==> src/rtl/snes_pad_reader.sv <==
// snes_pad_reader: polls an SNES pad and publishes its buttons as active-low six-button levels.
// Ports: clk, rst_n (async, active low); pad_data (serial pad data, low = pressed, async);
//   pad_latch / pad_clk drive the pad; up, dw, lf, rg, a, b, c, st, x, y, z, md, hm are
//   registered active-low button levels; frame_stb pulses for one cycle per published frame;
//   pad_err is high while the most recent frame failed its ID check.
// Option: define SNES_PAD_DEBOUNCE_EN to publish a frame only when its 12 button bits match
//   the previous accepted frame.
module snes_pad_reader #(
  parameter int HALF = 60,
  parameter int POLL_PERIOD = 166000
) (
  input  logic clk,
  input  logic rst_n,
  input  logic pad_data,
  output logic pad_latch,
  output logic pad_clk,
  output logic up,
  output logic dw,
  output logic lf,
  output logic rg,
  output logic a,
  output logic b,
  output logic c,
  output logic st,
  output logic x,
  output logic y,
  output logic z,
  output logic md,
  output logic hm,
  output logic frame_stb,
  output logic pad_err
);
  typedef enum logic [1:0] {IDLE, LATCH, SHIFT, UPDATE} state_t;
  localparam logic [17:0] H1 = 18'(HALF - 1);
  localparam logic [17:0] H2 = 18'(2 * HALF - 1);
  localparam logic [17:0] P1 = 18'(POLL_PERIOD - 1);
  state_t state;
  logic [17:0] cnt;
  logic [3:0] idx;
  logic [15:0] sr;
  logic s1, s2, ok, pub, hm_n;
  logic [12:0] btn, nxt;
  assign {up, dw, lf, rg, a, b, c, st, x, y, z, md, hm} = btn;
  // sr bit i holds serial bit i: B Y Sel St Up Dn Lf Rt A X L R, then ID[15:12]
  assign ok = &sr[15:12];
  // Select+Start together is the home chord; it masks both buttons
  assign hm_n = sr[2] | sr[3];
  assign nxt = {sr[4], sr[5], sr[6], sr[7], sr[1], sr[0], sr[8], sr[3] | ~hm_n,
                sr[10], sr[9], sr[11], sr[2] | ~hm_n, hm_n};
`ifdef SNES_PAD_DEBOUNCE_EN
  logic [11:0] cand;
  always_ff @(posedge clk or negedge rst_n)
    if (!rst_n) cand <= '1;
    else if (state == SHIFT && cnt == H2 && idx == 4'd15 && ok) cand <= sr[11:0];
  assign pub = ok && sr[11:0] == cand;
`else
  assign pub = ok;
`endif
  always_ff @(posedge clk or negedge rst_n) begin
    if (!rst_n) begin
      state <= IDLE;
      cnt <= '0;
      idx <= '0;
      sr <= '1;
      s1 <= 1'b1;
      s2 <= 1'b1;
      pad_latch <= 1'b0;
      pad_clk <= 1'b1;
      btn <= '1;
      frame_stb <= 1'b0;
      pad_err <= 1'b0;
    end else begin
      s1 <= pad_data;
      s2 <= s1;
      frame_stb <= 1'b0;
      case (state)
        IDLE: begin
          cnt <= (cnt == P1) ? '0 : cnt + 18'd1;
          if (cnt == P1) begin
            state <= LATCH;
            pad_latch <= 1'b1;
          end
        end
        LATCH: begin
          cnt <= (cnt == H2) ? '0 : cnt + 18'd1;
          idx <= '0;
          if (cnt == H2) begin
            state <= SHIFT;
            pad_latch <= 1'b0;
          end
        end
        SHIFT: begin
          cnt <= (cnt == H2) ? '0 : cnt + 18'd1;
          // sample at the end of the high half, just before pad_clk falls
          if (cnt == H1) begin
            pad_clk <= 1'b0;
            sr[idx] <= s2;
          end
          if (cnt == H2) begin
            pad_clk <= 1'b1;
            idx <= idx + 4'd1;
            if (idx == 4'd15) begin
              // outputs are registered here so they are valid throughout UPDATE
              state <= UPDATE;
              frame_stb <= pub;
              pad_err <= !ok;
              if (pub) btn <= nxt;
            end
          end
        end
        default: begin
          state <= IDLE;
          cnt <= '0;
        end
      endcase
    end
  end
endmodule

==> config.mk <==
export PLATFORM = sky130hd
export DESIGN_NAME = snes_pad_reader
export DESIGN_NICKNAME = d
export VERILOG_FILES = /design/src/rtl/snes_pad_reader.sv
export SDC_FILE = /design/constraint.sdc
export NUM_CORES = 1
export LEC_CHECK = 0
export CAP_MARGIN = 0
export CORE_AREA = 2 2 76 78
export CTS_CLUSTER_DIAMETER = 150
export DETAILED_ROUTE_END_ITERATION = 10
export DIE_AREA = 0 0 78 80
export PLACE_DENSITY_LB_ADDON = 0.15
export SLEW_MARGIN = 40
export SYNTH_ARGS = -nofsm -noshare
export SYNTH_HDL_FRONTEND = slang
export SYNTH_SLANG_ARGS = --single-unit
==> constraint.sdc <==
create_clock -name clk -period 2.3 [get_ports clk]
set_input_delay 0.575 -clock clk [delete_from_list [all_inputs] [get_ports clk]]
set_output_delay 0.575 -clock clk [all_outputs]
set_load 0.03 [all_outputs]
# --- Word-level counts from Yosys, hierarchy flattened ---
# Index checks and enable logic that the tools add are counted.
word_totals:
  ff_bits: 59
  in_bits: 3
op_classes:
  n_addsub: 2
  n_lt_le_gt_ge: 2
  n_eq_ne: 10
  muxes: 21
  n_bitwise: 4
  n_reduce_logical: 15
op_table:
  columns: ["op", "count"]
  rows:
  - ["$mux 18", 2]
  - ["$pmux 18 s2", 1]
  - ["$add 18x1->18 const B", 1]
  - ["$eq 18x18->1 const B", 1]
  - ["$eq 18x6->1 const B", 1]
  - ["$eq 18x7->1 const B", 1]
  - ["$bwmux 16", 1]
  - ["$mux 1", 8]
  - ["$mux 2", 4]
  - ["$ne 2x2->1 const B", 4]
  - ["$pmux 4 s2", 1]
  - ["$reduce_and 4->1", 2]
  - ["$reduce_and 7->1", 1]
  - ["$pmux 2 s3", 1]
  - ["$reduce_and 2->1", 3]
  - ["$reduce_and 3->1", 2]
  - ["$reduce_bool 2->1", 3]
  - ["$lt 4x5->1 const B", 1]
  - ["$add 4x1->4 const B", 1]
  - ["$demux 1 s4", 1]
  - ["$eq 4x4->1 const B", 1]
  - ["$ge 4x1->1 const B", 1]
  - ["$mux 4", 1]
  - ["$or 1x1->1", 3]
  - ["8 further kinds", 8]

# --- Depth between registers and ports, before layout ---
# Gate-level depths: netlist of the first run.
depth:
  ltp_word: 5
  depth_mapped: 8
  depth_no_buf: 6

# --- Least setup slack after synthesis of the first run ---
# No wires, ideal clock.
synth_path:
  path_type: "reg2reg"
  from: "reg cnt[0]"
  to: "reg btn[10]"
  t_arrival_ns: 2.037
  required_time_ns: 2.215
  path_slack_ns: 0.178
  stages_incl_launch_ff: 7
  n_path_buf: 1
  period_less_slack_ns: 2.122
  path_cell_list: "dfrtp_1 -> ha_1 -> nor4b_4 -> nand4_2 -> nor4_4 -> buf_6 -> mux2_1"
synth_between:
  elab_chain_cells: 2
synth_lines:
  columns: ["element", "line_no", "text"]
  rows:
  - ["start, declared", "38", "logic [17:0] cnt;"]
  - ["start signal, assigned", "78", "cnt <= (cnt == P1) ? '0 : cnt + 18'd1;"]
  - ["start signal, assigned", "85", "cnt <= (cnt == H2) ? '0 : cnt + 18'd1;"]
  - ["start signal, assigned", "93", "cnt <= (cnt == H2) ? '0 : cnt + 18'd1;"]
  - ["$eq 18x7->1", "99", "if (cnt == H2) begin"]
  - ["$reduce_and 7->1 (no line)", null, null]
  - ["end signal, assigned", "107", "if (pub) btn <= nxt;"]
  - ["end, declared", "42", "logic [12:0] btn, nxt;"]
# No other way between the ends.
# A chain may end at the register's enable or synchronous reset.

# --- Worst setup path in the final report of the first run ---
layout_path:
  from: "reg cnt[0]"
  to: "reg sr[4]"
layout_between:
  elab_chain_cells: 2
layout_lines:
  columns: ["element", "line_no", "text"]
  rows:
  - ["$eq 18x6->1", "95", "if (cnt == H1) begin"]
  - ["$reduce_and 2->1 (no line)", null, null]
  - ["end signal, assigned", "64", "sr <= '1;"]
  - ["end signal, assigned by index", "97", "sr[idx] <= s2;"]
  - ["end, declared", "40", "logic [15:0] sr;"]
# No other way between the ends.

==> metrics.txt, run 1 <==
DR pass1 iterations=4; crit path launch type=register; CTS Sinks=59; Crit Path Class=reg -> reg; share of the cycle needed by the critical path after routing=0.937; Via Count=1845; global placer's final weighted congestion=around 0.85; most common cell after layout, fill and taps aside=dfstp_2; initial core utilization=0.535; Fill cells=approximately 420; synth top area cells=dfstp_2 29%, dfrtp_1 23%, mux2_2 9.3%; Final Critical Period=~2200 ps; worst slew pin tran=516 ps; die area=0.00624 mm2; M1 WL=2.64 mm; crit end category=register; remaining global-route overflow=0; Synth Instances=251; cell taking the most area after synthesis=dfstp_2; sw frac=0.236; # setup viols final=0; cts bufs inserted=9; Final Net Count=~290; largest net degree at the start of global routing=22; row count=27; Psw=483 uW; initial antenna violation count=0; slowest CP cell=nor4b_2; CTS Buffer Depth=2; Storage cell area=0.00152 mm2; pwr/cell area=between 600 and 700 mW/mm2; clock network power share=0.477; Highest Signal Layer=met4; hold_buf cts=0; setup bufs post-CTS=0; WP data arrival=2420 ps; Avg Synthesized Cell Area=11.5 um2; final max-slew violation count=0; gr usage total=0.182; Sum Neg Setup Slack=0 ps; Fin Hold WS=180 ps; Tot Pwr=2.05 mW; Worst Skew=a little under 10 ps; # resized after CTS=0; Diodes inserted=0; Non-Filler Instances=356; Crit path required time=2560 ps; WL met3=132 um; Synth top area share=0.291; final WL=5.03 mm; IO buf count=19; post-synthesis register bit count=59; I/O pin cnt=20; status=finished clean; synthesis-to-layout area growth=17.3%; combinational group share of total power=0.012; Yosys cell types=43; Post-Place Cell Area=0.00319 mm2; die height=80 um; sequential element share of the synthesized area=0.524; antenna viol nets, final=0; routed wl met2=about 2.1 mm; RSZ-0062 raised after global routing=no; hpwl dp=3.56 mm; crit path cell chain=ha_1, nor4b_4, nand3_1, nor4b_2, nand2_1, mux2_2; Root Buffer=clkbuf_8; core area=0.00541 mm2; Initial DRC Count=52; Int Pwr=1.57 mW; Fmax=464 MHz; vias in the first global route=1820; Pleak=around 1.4 nW; Seq pwr share=0.511; Hold Vio Cnt, Final=0; DRC=0; commonest non-fill, non-tap cells in the layout=32 x dfstp_2, 30 x nor2_1, 27 x nand2_1, 27 x dfrtp_1, 24 x mux2_2; Max-slew headroom=0.653; syn_nets=263; share of cells above drive strength 1=0.317; Yosys warnings=0; Die X=78 um; Mapped Area=approximately 0.0029 mm2; Max Cap Viol=0; worst-path fanout max=4; worst vdd ir=0.441 mV; Multi-input gate area=roughly 0.0013 mm2; slowest stage delay, CP=550 ps; DR vias/cell=slightly above 5; placed insts=340; Worst-Skew Late Latency=~340 ps; Worst-path clk slew=70 ps; WL per Instance=14.1 um; H-tree depth=3; CTS tree=done; final instance area=~0.0034 mm2; first-pass GRT wire length=8.61 mm; class of the most critical hold timing path=in -> async
-- power by group through the flow --
stage	clock, mW	combinational (mW)	sequential, mW
after detailed placement	0	0.0259	1.06
after global placement	0	0.0256	1.06
after global routing	1.05	0.0293	1.05
after floorplan	0	0.00199	1.06
final	0.977	0.0241	1.05
after CTS	1.00	0.0259	1.05
-- stage by stage --
stage,setup WS (ps),util
finish,145,0.628
global route,5.06,0.628
CTS,143,0.628
detailed placement,151,0.590
global placement,185,0.590
floorplan,178,-
-- routing by layer --
layer,global-route usage,up-vias
li1,-,927
met1,0.257,882
met2,0.266,25
met3,0.0305,11
met4,0.100,0
met5,0,-
-- logic make-up after synthesis --
| kind of cell | Yosys count | share of synthesized area |
|---|---|---|
| buffers and inverters | 17 | 0.0260 |
| xor gates and xnor gates | 17 | 0.0515 |
| and+or+nand+nor | 98 | 0.193 |
| adders and majority gates | 9 | 0.0389 |
| DFF | 59 | 0.524 |
| muxes | 30 | 0.117 |
| AOI/OAI and AO/OA | 21 | 0.0493 |
-- sequential cells by signal, summed over array words and instances, names as in the netlist --
register / cells
btn: 13
pad_err: 1
sr: 16
pad_latch: 1
frame_stb: 1
state: 2
s1: 1
s2: 1
cnt: 18
pad_clk: 1
idx: 4
-- worst paths after layout --
check                      startpoint        to  slack [ps]  cells past startpoint
max reg2reg                    cnt[0]     sr[4]         140                      6
max                            cnt[0]     sr[4]         140                      6
max in group asynchronous       rst_n    btn[2]        1430                      2
min in group clk                   s1        s2         360                      0
min                             rst_n  state[1]         180                      1
min reg2reg                        s1        s2         360                      0
-- worst max-delay path, delay by kind of cell, from the launching register on --
| family | cells | cell delay (ps) |
|---|---|---|
| multiplexers | 1 | 290 |
| adder cells (fa/ha/maj) | 1 | 230 |
| flip-flops | 1 | 380 |
| AND/OR/NAND/NOR | 4 | 1180 |
-- cell usage after synthesis, drive strengths merged --
master	number
buf	4
nor2b	2
o21bai	1
a211o	1
mux2i	2
xor2	7
and4b	1
clkbuf	5
nor2	30
nor3	4
or3	2
mux2	28
nor4b	2
o21ai	3
ha	9
and3	3
nor3b	1
nand3b	1
a31oi	1
dfrtp	27
nand2	27
o31a	3
o31ai	2
o41ai	1
xnor2	10
a21o	1
nand3	8
a22o	2
and2	3
inv	8
a21oi	6
nor4	6
nand4	7
dfstp	32
or4	1
-- cell type report --
type                    count  area share
clock buffers               9      0.0365
flip-flops and latches     59       0.447
well taps                  72      0.0266
multi-input cells         175       0.384
clock inverters             7      0.0236
repair buffers             26      0.0738
inverters                   8     0.00885
Power figures use the tool's default switching activity.
==> run 2: changes to the inputs <==
--- a/config.mk
+++ b/config.mk
@@ -11,6 +11,7 @@
 export DETAILED_ROUTE_END_ITERATION = 10
 export DIE_AREA = 0 0 78 80
 export PLACE_DENSITY_LB_ADDON = 0.15
+export SKIP_LAST_GASP = 1
 export SLEW_MARGIN = 40
 export SYNTH_ARGS = -nofsm -noshare
 export SYNTH_HDL_FRONTEND = slang
==> results of run 2 <==
Same layout as run 1: the final DEF is identical, and so are final timing and power.
==> run 3: changes to the inputs <==
--- a/config.mk
+++ b/config.mk
@@ -10,6 +10,7 @@
 export CTS_CLUSTER_DIAMETER = 150
 export DETAILED_ROUTE_END_ITERATION = 10
 export DIE_AREA = 0 0 78 80
+export DONT_BUFFER_PORTS = 1
 export PLACE_DENSITY_LB_ADDON = 0.15
 export SKIP_LAST_GASP = 1
 export SLEW_MARGIN = 40
==> run 3 against run 2 <==
Critical path depth shrank 1. Register-to-register slack barely moved. Core utilization fell by 3.0 points. Worst hold slack got worse by 130 ps. Cell count shrank 5.6%. Clock power grew 8%. Via count fell by 0.43%. Clock-buffer cell count did not move.
==> metrics.txt, run 3 (same netlist as run 1, synthesis figures left out) <==
class of the most critical hold timing path=in -> async; cts bufs inserted=9 (unchanged); slowest CP cell=dfrtp_1; IO buf count=0 (-19); slowest stage delay, CP=440 ps (-110 ps); Pleak=1.37 nW (-3.9%); Top Registers=cnt x18, sr x16, btn x13; CTS Sinks=59 (unchanged); reg-to-reg startpoint=cnt[8]; share of the cycle needed by the critical path after routing=0.934 (-0.00247); # resized after CTS=0 (unchanged); Diodes inserted=0 (unchanged); Fmax=465 MHz (+0.26%); CTS Buffer Depth=2 (unchanged); max reg flops=18 (unchanged); Reg2Reg Depth=5 (-1); sw frac=0.216 (-0.0195); pwr/cell area=658 mW/mm2 (+8.9%); core area=0.00541 mm2 (unchanged); H-tree depth=3 (unchanged); worst-path fanout max=5 (+1); Max Cap Viol=0 (unchanged); Worst-Skew Late Latency=340 ps (about the same); Worst R2R End=state[1]; Worst-path clk slew=70 ps (about the same); hpwl dp=3.50 mm (-1.8%); DR vias/cell=5.47 (+5.5%); combinational group share of total power=0.006 (-0.006); setup bufs post-CTS=0 (unchanged); Initial DRC Count=91 (+75%); WP data arrival=2380 ps (-40 ps); most common cell after layout, fill and taps aside=dfstp_2; Final Critical Period=2150 ps (-5.68 ps); final WL=5.21 mm (+3.6%); status=finished clean; Fill cells=449 (+6.7%); Crit path required time=2530 ps (-30 ps); WL per Instance=15.5 um (+9.7%); flop2flop setup slack=150 ps (about the same); synthesis-to-layout area growth=11.6%; Levels on crit path=5 (-1); crit path cell chain=nor4_4, nand2_1, or3_4, a211o_1, mux2_4; initial antenna violation count=0 (unchanged); worst slew pin tran=534 ps (+18.8 ps); share of cells above drive strength 1=0.333 (+0.0164); Hold Vio Cnt, Final=0 (unchanged); Root Buffer=clkbuf_8; I/O pin cnt=20 (unchanged); CTS tree=done; Post-Place Setup Slack=165 ps (+14.9 ps); row count=27 (unchanged); final max-slew violation count=0 (unchanged); Max-slew headroom=0.640 (-0.0127); clock network power share=0.501 (+0.024); Biggest register=cnt; Crit Path Class=reg -> reg; gr usage total=0.194 (+0.0122); die area=0.00624 mm2 (unchanged); Worst Path Buf+Inv=0 (unchanged); Setup crit start=cnt[8]; worst setup margin=151 ps (+5.68 ps); remaining global-route overflow=0 (unchanged); Worst Skew=7.68 ps (-2.09 ps); die height=80 um (unchanged); # setup viols final=0 (unchanged); Int Pwr=1.66 mW (+6.3%); crit end category=register; Psw=459 uW (-4.9%); vias in the first global route=1920 (+5.5%); initial core utilization=0.535 (unchanged); worst vdd ir=0.507 mV (+15%); Multi-input gate area=0.00130 mm2 (unchanged); Die X=78 um (unchanged); Worst Setup EP=state[1]; Via Count=1837 (-0.43%); RSZ-0062 raised after global routing=yes; DR pass1 iterations=4 (unchanged); DRC=0 (unchanged); commonest non-fill, non-tap cells in the layout=32 x dfstp_2, 30 x nor2_1, 27 x nand2_1, 27 x dfrtp_1, 24 x mux2_2; global placer's final weighted congestion=0.761 (-11%); Storage cell area=0.00152 mm2 (unchanged); crit path launch type=register; Final Net Count=271 (-6.9%); Tot Pwr=2.12 mW (+3.7%); Seq pwr share=0.493 (-0.018); antenna viol nets, final=0 (unchanged); Top delay family on crit path=simple AND/OR/NAND/NOR gates; first-pass GRT wire length=9.20 mm (+6.9%); largest net degree at the start of global routing=34 (+55%)
run 3: layout make-up:
type | instances | area share
well taps | 72 | 0.0279
inverters | 8 | 0.00930
multi-input cells | 175 | 0.403
repair buffers | 6 | 0.0217
flip-flops and latches | 59 | 0.470
clock buffers | 9 | 0.0384
clock inverters | 7 | 0.0298
run 3: worst min-delay path by stage:
| stage | startpoint | endpoint | slack, ps | depth (start not counted) |
|---|---|---|---|---|
| final | rst_n | state[0] | 50 | 1 |
| after global routing | rst_n | pad_latch | 50 | 1 |
| after CTS | rst_n | pad_latch | 40 | 1 |
| after detailed placement | rst_n | state[0] | 280 | 0 |
| after global placement | rst_n | state[0] | 280 | 0 |
| after floorplan | rst_n | cnt[0] | 280 | 0 |
run 3: repair_timing:
action                                 in CTS  in global routing
endpoints found under the hold margin      27                  0
setup endpoints to repair                   0                  3
hold buffers                                1                  0
run 3: stage by stage:
stage	hold WS, ps	cell area, um2	cells	utilization	TNS (ps)
3_3_place_gp	281	2990	319	0.553	0
2_1_floorplan	279	2890	251	-	0
4_1_cts	43.5	3230	336	0.597	0
3_5_place_dp	281	2990	319	0.553	0
6_report	46.0	3230	336	0.597	0
5_1_grt	47.1	3230	336	0.597	-62.9
run 3: metal layers:
metal	part of all wire	GRT usage	vias to the layer above
met4	0.016	0.0789	0
met3	0.047	0.0690	7
met5	0	0	-
met2	0.44	0.278	33
met1	0.50	0.268	907
li1	-	-	890
run 3: power by group through the flow:
stage / Combinational [mW] / Sequential [mW] / Clock [mW]
final: 0.0125 / 1.05 / 1.06
after floorplan: 0.00199 / 1.06 / 0
after CTS: 0.0137 / 1.05 / 1.09
after global routing: 0.0151 / 1.05 / 1.13
after global placement: 0.000259 / 1.06 / 0
after detailed placement: 0.000259 / 1.06 / 0
